### src/rtl/kex_tile_loader_if.sv
// Sparse kernel element stream: {weight, channel index} with valid/ready handshake.
interface kex_tile_loader_if #(
   parameter int WG_W = 8,
   parameter int IW   = 3
);
   logic            s_valid;
   logic [WG_W-1:0] s_weight;
   logic [IW-1:0]   s_idx;
   logic            s_ready;

   modport master (output s_valid, s_weight, s_idx, input s_ready);
   modport slave  (input s_valid, s_weight, s_idx, output s_ready);
endinterface

### src/rtl/kex_tile_loader.sv
// Tile RAM fill stage: packs stream elements into consecutive RAM words from address 0.
// Write path is registered (1-cycle latency); stream is back-pressured whenever not loading.
module kex_tile_loader #(
   parameter int KEX_N_ELEM = 64,
   parameter int WG_W       = 8,
   parameter int Npar       = 8,
   localparam int AW        = $clog2(KEX_N_ELEM),
   localparam int IW        = $clog2(Npar)
) (
   input  logic                 clk,
   input  logic                 reset,
   input  logic                 start,
   input  logic [AW:0]          n_elem,
   kex_tile_loader_if.slave     s,
   input  logic [AW-1:0]        rd_addr,
   output logic [AW-1:0]        ram_addr,
   output logic [WG_W+IW-1:0]   ram_data,
   output logic                 ram_write,
   output logic                 busy,
   output logic                 done
);

   localparam logic [1:0] IDLE = 2'd0;
   localparam logic [1:0] LOAD = 2'd1;
   localparam logic [1:0] DONE = 2'd2;

   localparam logic [AW:0] N_MAX = (AW+1)'(KEX_N_ELEM);
   localparam logic [AW:0] ONE   = (AW+1)'(1);

   logic [1:0]  state;
   logic [AW:0] count;
   logic [AW:0] n_eff;
   logic [AW:0] n_clip;
   logic        transfer;

   // Requests beyond the RAM depth are clipped so the address never wraps.
   assign n_clip   = (n_elem > N_MAX) ? N_MAX : n_elem;
   assign s.s_ready = (state == LOAD);
   assign transfer = s.s_valid & s.s_ready;
   assign busy     = (state == LOAD);
   assign done     = (state == DONE);

   always_ff @(posedge clk) begin
      if (reset) begin
         state     <= IDLE;
         count     <= '0;
         n_eff     <= '0;
         ram_write <= 1'b0;
         ram_data  <= '0;
         ram_addr  <= '0;
      end else begin
         ram_write <= transfer;
         // The consumer owns the address port on every cycle without a write.
         if (transfer) begin
            ram_addr <= count[AW-1:0];
            ram_data <= {s.s_weight, s.s_idx};
            count    <= count + ONE;
         end else begin
            ram_addr <= rd_addr;
         end

         case (state)
            IDLE: begin
               if (start) begin
                  count <= '0;
                  n_eff <= n_clip;
                  state <= (n_clip == '0) ? DONE : LOAD;
               end
            end
            LOAD: begin
               if (transfer && (count == n_eff - ONE)) begin
                  state <= DONE;
               end
            end
            DONE:    state <= IDLE;
            default: state <= IDLE;
         endcase
      end
   end

endmodule

### src/flat_wrapper.sv
// flat-port wrapper written by rule: the top's interface ports become plain ports
module kex_tile_loader_flat 
#(
   parameter int KEX_N_ELEM = 64,
   parameter int WG_W       = 8,
   parameter int Npar       = 8,
   localparam int AW        = $clog2(KEX_N_ELEM),
   localparam int IW        = $clog2(Npar)
)
  (clk, reset, start, n_elem, rd_addr, ram_addr, ram_data, ram_write, busy, done, s_s_valid, s_s_weight, s_s_idx, s_s_ready);
  kex_tile_loader_if #(.WG_W(WG_W), .IW((3))) s_i ();
  input  logic clk;
  input  logic reset;
  input  logic start;
  input  logic [AW:0] n_elem;
  input  logic [AW-1:0] rd_addr;
  output logic [AW-1:0] ram_addr;
  output logic [WG_W+IW-1:0] ram_data;
  output logic ram_write;
  output logic busy;
  output logic done;
  input wire logic [$bits(s_i.s_valid)-1:0] s_s_valid;
  input wire logic [$bits(s_i.s_weight)-1:0] s_s_weight;
  input wire logic [$bits(s_i.s_idx)-1:0] s_s_idx;
  output wire logic [$bits(s_i.s_ready)-1:0] s_s_ready;
  assign s_i.s_valid = s_s_valid;
  assign s_i.s_weight = s_s_weight;
  assign s_i.s_idx = s_s_idx;
  assign s_s_ready = s_i.s_ready;
  kex_tile_loader #(.KEX_N_ELEM(KEX_N_ELEM), .WG_W(WG_W), .Npar(Npar)) u_core (.clk(clk), .reset(reset), .start(start), .n_elem(n_elem), .s(s_i), .rd_addr(rd_addr), .ram_addr(ram_addr), .ram_data(ram_data), .ram_write(ram_write), .busy(busy), .done(done));
endmodule
### config.mk
export PLATFORM = sky130hd
export DESIGN_NAME = kex_tile_loader_flat
export DESIGN_NICKNAME = d
export VERILOG_FILES = /design/src/rtl/kex_tile_loader_if.sv /design/src/rtl/kex_tile_loader.sv /design/src/flat_wrapper.sv
export SDC_FILE = /design/constraint.sdc
export NUM_CORES = 1
export LEC_CHECK = 0
export CAP_MARGIN = 20
export CORE_ASPECT_RATIO = 0.6
export CORE_MARGIN = 2
export CORE_UTILIZATION = 35
export CTS_BUF_LIST = sky130_fd_sc_hd__clkbuf_8
export CTS_CLUSTER_DIAMETER = 60
export DETAILED_ROUTE_END_ITERATION = 16
export DONT_BUFFER_PORTS = 1
export MAX_ROUTING_LAYER = met4
export PLACE_DENSITY_LB_ADDON = 0.08
export SYNTH_ARGS = -nofsm -noshare
export SYNTH_HDL_FRONTEND = slang
export SYNTH_SLANG_ARGS = --single-unit
### constraint.sdc
create_clock -name clk -period 4.2 [get_ports clk]
set_input_delay 0.21 -clock clk [delete_from_list [all_inputs] [get_ports clk]]
set_output_delay 0.21 -clock clk [all_outputs]
set_load 0.01 [all_outputs]
### Yosys cells after proc, flatten, opt, wreduce, memory -nomap -nowiden

Index checks and enable logic that the tools add are counted.

* $add $sub $neg: 2
* magnitude comparators: 1
* equality and inequality tests: 5
* muxes and demuxes: 9
* bitwise gates (word level): 1
* reduce and logical (&&, ||, !) cells: 5

Operators by type and width (number)
* 7-bit 2-to-1 mux: 4
* 7-bit by 1-bit adder with 7-bit output, second input constant: 1
* 7-bit equality test: 1
* 7-bit greater-than comparator, second input constant: 1
* 7-bit logical NOT: 1
* 7-bit by 1-bit subtractor with 7-bit output, second input constant: 1
* 2-bit 2-to-1 mux: 3
* 6-bit 2-to-1 mux: 1
* 2-bit != test, second input constant: 2
* 2-bit case mux with 2 select lines: 1
* 2-bit AND reduction: 2
* 2-bit by 1-bit equality test with 1-bit output, second input constant: 1
* 2-bit equality test, second input constant: 1
* 2-bit logical NOT: 1
* 1-bit AND: 1
* 1-bit logical AND: 1

* bits in registers: 34
* input bits: 28
* output and inout port bits: 21

### Logic depth before layout (Yosys ltp)

Gate-level depths: netlist of the first run.

* word-level depth: 6
* depth in mapped cells: 8
* gate-level depth less buffers: 8

### Least setup slack after synthesis of the first run

No wires, ideal clock.

* kind: register -> register
* start point: register u_core.n_eff[0]
* end point: register u_core.state[0]
* library setup time: 0.059 ns
* arrival time: 1.580 ns
* required time: 4.141 ns
* path slack: 2.561 ns
* stages on the path, launching flop included: 8
* buffers on the path: 0
* clock period less this slack: 1.639 ns
* cells stage by stage: dfxtp_1 inv_1 ha_1 xnor2_1 a32o_1 a221o_1 nand3_2 and3_1

* longest elaborated chain between the ends: 5

Ends and longest elaborated chain
* start: declaration: line kex_tile_loader.sv:32 `logic [AW:0] n_eff;`
* start signal: assignment: line kex_tile_loader.sv:66 `n_eff <= n_clip;`
* 7-bit by 1-bit subtractor with 7-bit output: line kex_tile_loader.sv:71 `if (transfer && (count == n_eff - ONE)) begin`
* 7-bit equality test: line kex_tile_loader.sv:71
* 1-bit logical AND: line kex_tile_loader.sv:71
* 2-bit != test (no source line)
* 2-bit AND reduction (no source line)
* end signal: assignment: line kex_tile_loader.sv:67 `state <= (n_clip == '0) ? DONE : LOAD;`
* end: declaration: line kex_tile_loader.sv:30 `logic [1:0] state;`

Every way passes these cells.
A chain may end at the register's enable or synchronous reset.

### Worst setup path in the final report of the first run

* start point: register u_core.state[0]
* end point: register u_core.count[6]

* longest elaborated chain between the ends: 5
* elaborated cells between the ends (all ways): 6
* classes of those cells: eq/ne: 1; mux: 3; bitwise: 1; reduce/logical: 1

Ends and longest elaborated chain
* 2-bit by 1-bit equality test with 1-bit output (*)
* via busy: line flat_wrapper.sv:20 `output logic busy;`
* 1-bit AND (*): line kex_tile_loader.sv:39 `assign transfer = s.s_valid & s.s_ready;`
* 7-bit 2-to-1 mux (*): line kex_tile_loader.sv:54 `if (transfer) begin`
* 7-bit 2-to-1 mux: line kex_tile_loader.sv:64 `if (start) begin`
* 7-bit 2-to-1 mux (*): line kex_tile_loader.sv:62 `case (state)`
* end signal: assignment: line kex_tile_loader.sv:57 `count <= count + ONE;`
* end: declaration: line kex_tile_loader.sv:31 `logic [AW:0] count;`

The timed path passes the listed nets; every way through them passes the cells marked *.

==> results by group, run 1 <==
Run status
  – Run status: finished clean

Global routing
  – Largest net degree at the start of global routing: 23
  – Initial antenna violation count: 0
  – Grt ovf: 0
  – First-pass GRT wire length: 4870 um
  – Vias in the first global route: 1,007
  – Tot GR Track Use: 0.144

Floorplanning
  – Top-level I/O count: 49
  – Die width: 86.9 um
  – Site Rows: 18
  – Core Area: 4030 um2
  – Die area: 4670 um2
  – Height of the die: 53.8 um
  – Starting Density: 0.358

CTS
  – Worst-path clk slew: 0.07 ns
  – H-tree levels: 2
  – Setup bufs post-CTS: 0
  – Clock Root Buffer: clkbuf_8
  – Clk sink count: 34
  – Clock buffer depth: 2
  – CTS tree: done
  – PostCTS Resize Cnt: 0
  – Inserted Clock Buffers: 5
  – Later-pin clock latency in the skew report: 0.28 ns

Job
  – Max-cap violations: 0

Worst setup path
  – Worst EP arrival: 2.70 ns
  – Setup crit start: u_core.state[0]
  – Setup crit end kind: flip-flop
  – CP top delay family: simple AND/OR/NAND/NOR gates
  – Worst r2r src: u_core.state[0]
  – CP Class: flip-flop to flip-flop
  – Cell Chain, Critical Path: nor2b_1 -> and2_1 -> nand4_1 -> or3_1 -> a21oi_1
  – Req. time, crit path: 4.41 ns
  – CP Buf/Inv Count: 0
  – CP startpoint kind: flip-flop
  – Max stage delay on crit path: 0.75 ns
  – Slowest-stage cell, CP: and2_1
  – Peak fanout along the critical path: 22

Routing
  – Pre-Repair DR Iteration Count: 5
  – Routed Antenna Nets: 0
  – Vias: 1,174
  – Via density: 5.29
  – Routed WL: 3340 um
  – DRT iter0 DRCs: 43
  – DR WL/cell: 15.0 um
  – # DRC: 0

Synth
  – Mapped Nets: 204
  – Cell Area, Synth: 1440 um2
  – Seq/Total Area, Yosys: 0.471
  – Synthesized area per cell: 8.30 um2
  – Yosys top cell area share: 0.471
  – #FFs+latches synth: 34
  – Area contributors post-synth: dfxtp_1, nand2_1, a21oi_1
  – Top cell type by total area after synthesis: dfxtp_1
  – FFs w/ async S/R, synth: 0
  – Ys flop type: dfxtp_1
  – Synth cell types: 35
  – Post-synth EDFFs: 0
  – Post-Synthesis Cells: 174
  – Yosys Warn Count: 0

Layout
  – Antenna Diode Count: 0
  – Commonest non-fill, non-tap cell in the layout: nand2_1
  – Nets: 203
  – Share of layout cells above drive strength 1: 0.0523
  – Commonest non-fill, non-tap cells in the layout: nand2_1, dfxtp_1, a21oi_1, nor2_1, xnor2_1
  – P&R area growth vs syn: 8.06%
  – Filler cells: 441

Power
  – Clock share of power: 0.371
  – Switching share of power: 0.247
  – Int Pwr: 482 uW
  – Combinational power share: 0.085
  – Sw Pwr: 158 uW
  – Pleak: 0.557 nW
  – Power density cells: 410 nW/um2
  – Max VDD drop: 0.000139 V
  – Sequential cell fraction of total power: 0.543

Timing
  – Layout Skew: 0.00564 ns
  – Post-route clock period utilization: 0.591
  – Slew HR: 0.454
  – # setup viols final: 0
  – Hold Slack: 0.0518 ns
  – Pins Over Slew Limit: 0
  – Final min period: 2.48 ns
  – RSZ-0062 raised after global routing: false
  – Actual slew at the worst max-slew pin: 0.820 ns
  – Hold Vio Cnt, Final: 0
  – Setup TNS: 0 ns
  – Fmax: 0.403 GHz
  – Final worst slack: 1.72 ns

Worst hold path
  – Hold WC Path Type: input pin to flip-flop
  – Critical hold path startpoint: n_elem[4]

Place
  – Post-DP HPWL: 2380 um
  – GP Congestion: 0.787
  – Setup WS pre-CTS: 1.71 ns
  – Port bufs: 0
metrics by stage:
| stage | total power [mW] | utilization | area (um2) | instances |
|---|---|---|---|---|
| after global placement | 0.404 | 0.364 | 1470 | 215 |
| final | 0.640 | 0.387 | 1560 | 222 |
| after global routing | 0.670 | 0.387 | 1560 | 222 |
| after floorplan | 0.399 | - | 1440 | 174 |
| after detailed placement | 0.406 | 0.364 | 1470 | 215 |
| after CTS | 0.648 | 0.387 | 1560 | 222 |
final cells by class:
| type | count | area [um2] | area share |
|---|---|---|---|
| clock buffers | 6 | 82.6 | 0.0529 |
| inverters | 3 | 11.3 | 0.00722 |
| multi-input cells | 128 | 713 | 0.457 |
| flip-flops and latches | 34 | 681 | 0.436 |
| well taps | 50 | 62.6 | 0.0401 |
| repair buffers | 1 | 10.0 | 0.00642 |
path summary, 6_finish.rpt:
| path | endpoint | slack [ns] | depth (start not counted) |
|---|---|---|---|
| worst max-delay path | u_core.count[6] | 1.72 | 5 |
| worst min-delay path | u_core.n_eff[4] | 0.05 | 1 |
| worst max register to register | u_core.count[6] | 1.72 | 5 |
| worst min register to register | u_core.state[1] | 0.48 | 1 |
cells in the mapped netlist (all sizes together), types with 3 or more instances:
| cell | n |
|---|---|
| xnor2 | 8 |
| nand2 | 44 |
| dfxtp | 34 |
| nand3 | 3 |
| a22o | 4 |
| o21ai | 6 |
| inv | 3 |
| xor2 | 6 |
| a21oi | 21 |
| clkbuf | 7 |
| nor2 | 12 |
repair_timing:
| action | 4_1_cts | 5_1_grt |
|---|---|---|
| hold buffers | 1 | 0 |
| endpoints found under the hold margin | 20 | 0 |
| setup endpoints to repair | 0 | 0 |
routing by layer:
| metal | track usage | part of all wire |
|---|---|---|
| met2 | 0.195 | 0.42 |
| met1 | 0.201 | 0.52 |
| met5 | - | 0 |
| met3 | 0.0445 | 0.054 |
| met4 | 0.0469 | 0.0057 |
cell families (layout without fill, tap and decap cells):
family | after synthesis | count (layout) | share of synthesized area
AND/OR/NAND/NOR | 75 | 75 | 0.233
XOR/XNOR | 14 | 14 | 0.0901
flip-flops | 34 | 34 | 0.471
buffers and inverters | 12 | 10 | 0.0347
multiplexers | 1 | 1 | 0.00693
adder cells (fa/ha/maj) | 2 | 2 | 0.0173
AO/OA/AOI/OAI | 36 | 36 | 0.146
registers in the layout, indices dropped and copies added, names as in the netlist:
signal / count
u_core.n_eff: 7
u_core.state: 2
u_core.ram_addr: 6
u_core.ram_write: 1
u_core.ram_data: 11
u_core.count: 7
power by group through the flow:
stage | clock network, mW | logic, mW | registers, mW
final | 0.238 | 0.0547 | 0.348
after global routing | 0.260 | 0.0609 | 0.349
after CTS | 0.245 | 0.0550 | 0.348
after detailed placement | 0 | 0.0508 | 0.355
after global placement | 0 | 0.0491 | 0.355
after floorplan | 0 | 0.0462 | 0.353
Power figures use the tool's default switching activity.
==> inputs of run 2 (changes only) <==
clock period = 2.1 ns   (was 4.2 ns; I/O delays follow)
==> run 2 against run 1 <==
Core utilization rose by 7.0 points. Global-route usage is 1.2 points higher. Flip-flop and latch count did not move. Combinational power grew to 2.8 times the previous value. Final cell count is 14% higher. Worst setup slack got worse by 1.5 ns. Clock power up 100%. Final area grew 18%. Register-to-register slack worse by 1.5 ns. Maximum frequency is 29% higher. Clock-buffer cell count unchanged. Highest routed layer unchanged. Critical path depth up 2.
==> results by group, run 2 (same netlist as run 1, synthesis figures left out) <==
Power
  – Combinational power share: 0.114 (was 0.085)
  – Power density cells: 724 nW/um2 (was 410 nW/um2)
  – Sequential cell fraction of total power: 0.523 (was 0.543)
  – Pleak: 0.690 nW (was 0.557 nW)
  – Sw Pwr: 325 uW (was 158 uW)
  – Switching share of power: 0.244 (was 0.247)
  – Total power: 1.33 mW (was 640 uW)
  – Clock share of power: 0.362 (was 0.371)
  – Max VDD drop: 0.000271 V (was 0.000139 V)
  – Int Pwr: 1.01 mW (was 482 uW)

Global routing
  – Grt ovf: 0 (unchanged)
  – Largest net degree at the start of global routing: 21 (was 23)
  – Initial antenna violation count: 0 (unchanged)
  – Vias in the first global route: 1,056 (was 1,007)
  – First-pass GRT wire length: 5220 um (was 4870 um)
  – Tot GR Track Use: 0.155 (was 0.144)

Layout
  – Top reg by flops: u_core.ram_data (unchanged)
  – Multi-input logic area: 714 um2 (was 713 um2)
  – Sequential Area: 681 um2 (unchanged)
  – Commonest non-fill, non-tap cell in the layout: nand2_1 (unchanged)
  – Final instance area: 1840 um2 (was 1560 um2)
  – Max FFs per register: 11 (unchanged)
  – Regs by FF count: u_core.ram_data (11), u_core.count (7), u_core.n_eff (7) (unchanged)
  – Cell Count, Final, Fillers Out: 252 (was 222)
  – P&R area growth vs syn: 27.5% (was 8.06%)
  – Nets: 231 (was 203)
  – Filler cells: 406 (was 441)
  – Share of layout cells above drive strength 1: 0.0743 (was 0.0523)
  – Antenna Diode Count: 0 (unchanged)
  – Commonest non-fill, non-tap cells in the layout: nand2_1, dfxtp_1, dlygate4sd3_1, a21oi_1, nor2_1 (was nand2_1, dfxtp_1, a21oi_1, nor2_1, xnor2_1)

Timing
  – Fmax: 0.518 GHz (was 0.403 GHz)
  – Setup TNS: 0 ns (unchanged)
  – # setup viols final: 0 (unchanged)
  – Post-route clock period utilization: 0.919 (was 0.591)
  – Hold Vio Cnt, Final: 0 (unchanged)
  – Slew HR: 0.504 (was 0.454)
  – Final min period: 1.93 ns (was 2.48 ns)
  – Actual slew at the worst max-slew pin: 0.741 ns (was 0.820 ns)
  – Layout Skew: 0.00804 ns (was 0.00564 ns)
  – Pins Over Slew Limit: 0 (unchanged)
  – RSZ-0062 raised after global routing: false (unchanged)

Place
  – Placed insts: 219 (was 215)
  – Placed instance area: 1500 um2 (was 1470 um2)
  – Post-DP HPWL: 2370 um (was 2380 um)
  – Port bufs: 0 (unchanged)
  – GP Congestion: 0.872 (was 0.787)

Worst setup path
  – Slowest-stage cell, CP: dlygate4sd3_1 (was and2_1)
  – RR Endpoint: u_core.ram_data[6] (was u_core.count[6])
  – CP Class: flip-flop to flip-flop (unchanged)
  – Worst EP arrival: 2.10 ns (was 2.70 ns)
  – Max stage delay on crit path: 0.58 ns (was 0.75 ns)
  – Req. time, crit path: 2.27 ns (was 4.41 ns)
  – Setup crit end kind: flip-flop (unchanged)
  – R2R setup slack: 0.17 ns (was 1.72 ns)
  – CP Buf/Inv Count: 3 (was 0)
  – CP startpoint kind: flip-flop (unchanged)
  – FF-to-FF path depth: 7 (was 5)
  – Peak fanout along the critical path: 19 (was 22)
  – Cell Chain, Critical Path: nor2b_1 -> buf_4 -> nand2_1 -> buf_4 -> nand2_1 -> a21oi_1 -> dlygate4sd3_1 (was nor2b_1 -> and2_1 -> nand4_1 -> or3_1 -> a21oi_1)
  – CP top delay family: buffers and inverters (was simple AND/OR/NAND/NOR gates)
  – Worst r2r src: u_core.state[0] (unchanged)

CTS
  – Setup bufs post-CTS: 0 (unchanged)
  – Clock buffer depth: 2 (unchanged)
  – CTS tree: done (unchanged)
  – Later-pin clock latency in the skew report: 0.28 ns (about the same)
  – Clk sink count: 34 (unchanged)
  – Inserted Clock Buffers: 5 (unchanged)
  – Worst-path clk slew: 0.07 ns (about the same)
  – H-tree levels: 2 (unchanged)
  – Clock Root Buffer: clkbuf_8 (unchanged)

Worst hold path
  – Worst hold path stage count: 2 (was 1)
  – Critical hold path startpoint: n_elem[6] (was n_elem[4])
  – Hold WC Path Type: input pin to flip-flop (unchanged)
  – Worst hold endpoint: u_core.state[1] (was u_core.n_eff[4])

Routing
  – # DRC: 0 (unchanged)
  – DR WL/cell: 13.9 um (was 15.0 um)
  – DRT iter0 DRCs: 29 (was 43)
  – Routed Antenna Nets: 0 (unchanged)
  – Via density: 4.88 (was 5.29)
  – Vias: 1,230 (was 1,174)
  – Pre-Repair DR Iteration Count: 4 (was 5)
  – Routed WL: 3510 um (was 3340 um)

Floorplanning
  – Starting Density: 0.358 (unchanged)
  – Die width: 86.9 um (unchanged)
  – Core Area: 4030 um2 (unchanged)
  – Top-level I/O count: 49 (unchanged)
  – Site Rows: 18 (unchanged)
  – Height of the die: 53.8 um (unchanged)
  – Die area: 4670 um2 (unchanged)

Job
  – Max-cap violations: 0 (unchanged)

Run status
  – Run status: finished clean (unchanged)
run 2: final cells by class:
type	instances	share of cell area
well taps	50	0.0340
repair buffers	29	0.152
inverters	3	0.00612
flip-flops and latches	34	0.370
multi-input cells	128	0.388
clock inverters	2	0.00476
clock buffers	6	0.0449
run 2: power groups by stage:
stage	combinational (mW)	sequential, mW	clock, mW
after floorplan	0.0925	0.705	0
after global placement	0.107	0.711	0
after detailed placement	0.109	0.711	0
after CTS	0.152	0.696	0.499
after global routing	0.170	0.699	0.530
final	0.152	0.697	0.483
run 2: what timing repair did:
item                                   CTS  global route
gates resized for setup                  0             1
endpoints found under the hold margin   26             0
hold buffers                            25             0
setup endpoints to repair                0             1
run 2: worst max path at each step:
stage / startpoint / end / slack (ns) / cells past startpoint
after global routing: u_core.state[0] / u_core.ram_data[6] / 0.07 / 7
after detailed placement: u_core.n_eff[0] / u_core.state[0] / 0.35 / 7
after global placement: u_core.n_eff[0] / u_core.state[0] / 0.40 / 7
after floorplan: u_core.n_eff[0] / u_core.state[0] / 0.46 / 7
final: u_core.state[0] / u_core.ram_data[6] / 0.17 / 7
after CTS: u_core.state[0] / u_core.ram_data[6] / 0.07 / 6
run 2: per-stage QoR:
| step | hold slack [ns] | utilization | setup WS (ns) |
|---|---|---|---|
| final | 0.0192 | 0.457 | 0.171 |
| after global routing | 0.00808 | 0.457 | 0.0683 |
| after CTS | 0.0142 | 0.456 | 0.0743 |
| after detailed placement | 0.180 | 0.372 | 0.355 |
| after global placement | 0.179 | 0.372 | 0.401 |
| after floorplan | 0.220 | - | 0.461 |
run 2: per-layer routing:
metal | up-vias | track usage | part of all wire
li1 | 636 | - | -
met5 | - | - | 0
met2 | 29 | 0.225 | 0.43
met3 | 2 | 0.0491 | 0.054
met4 | 0 | 0.0313 | 0.0043
met1 | 563 | 0.213 | 0.51
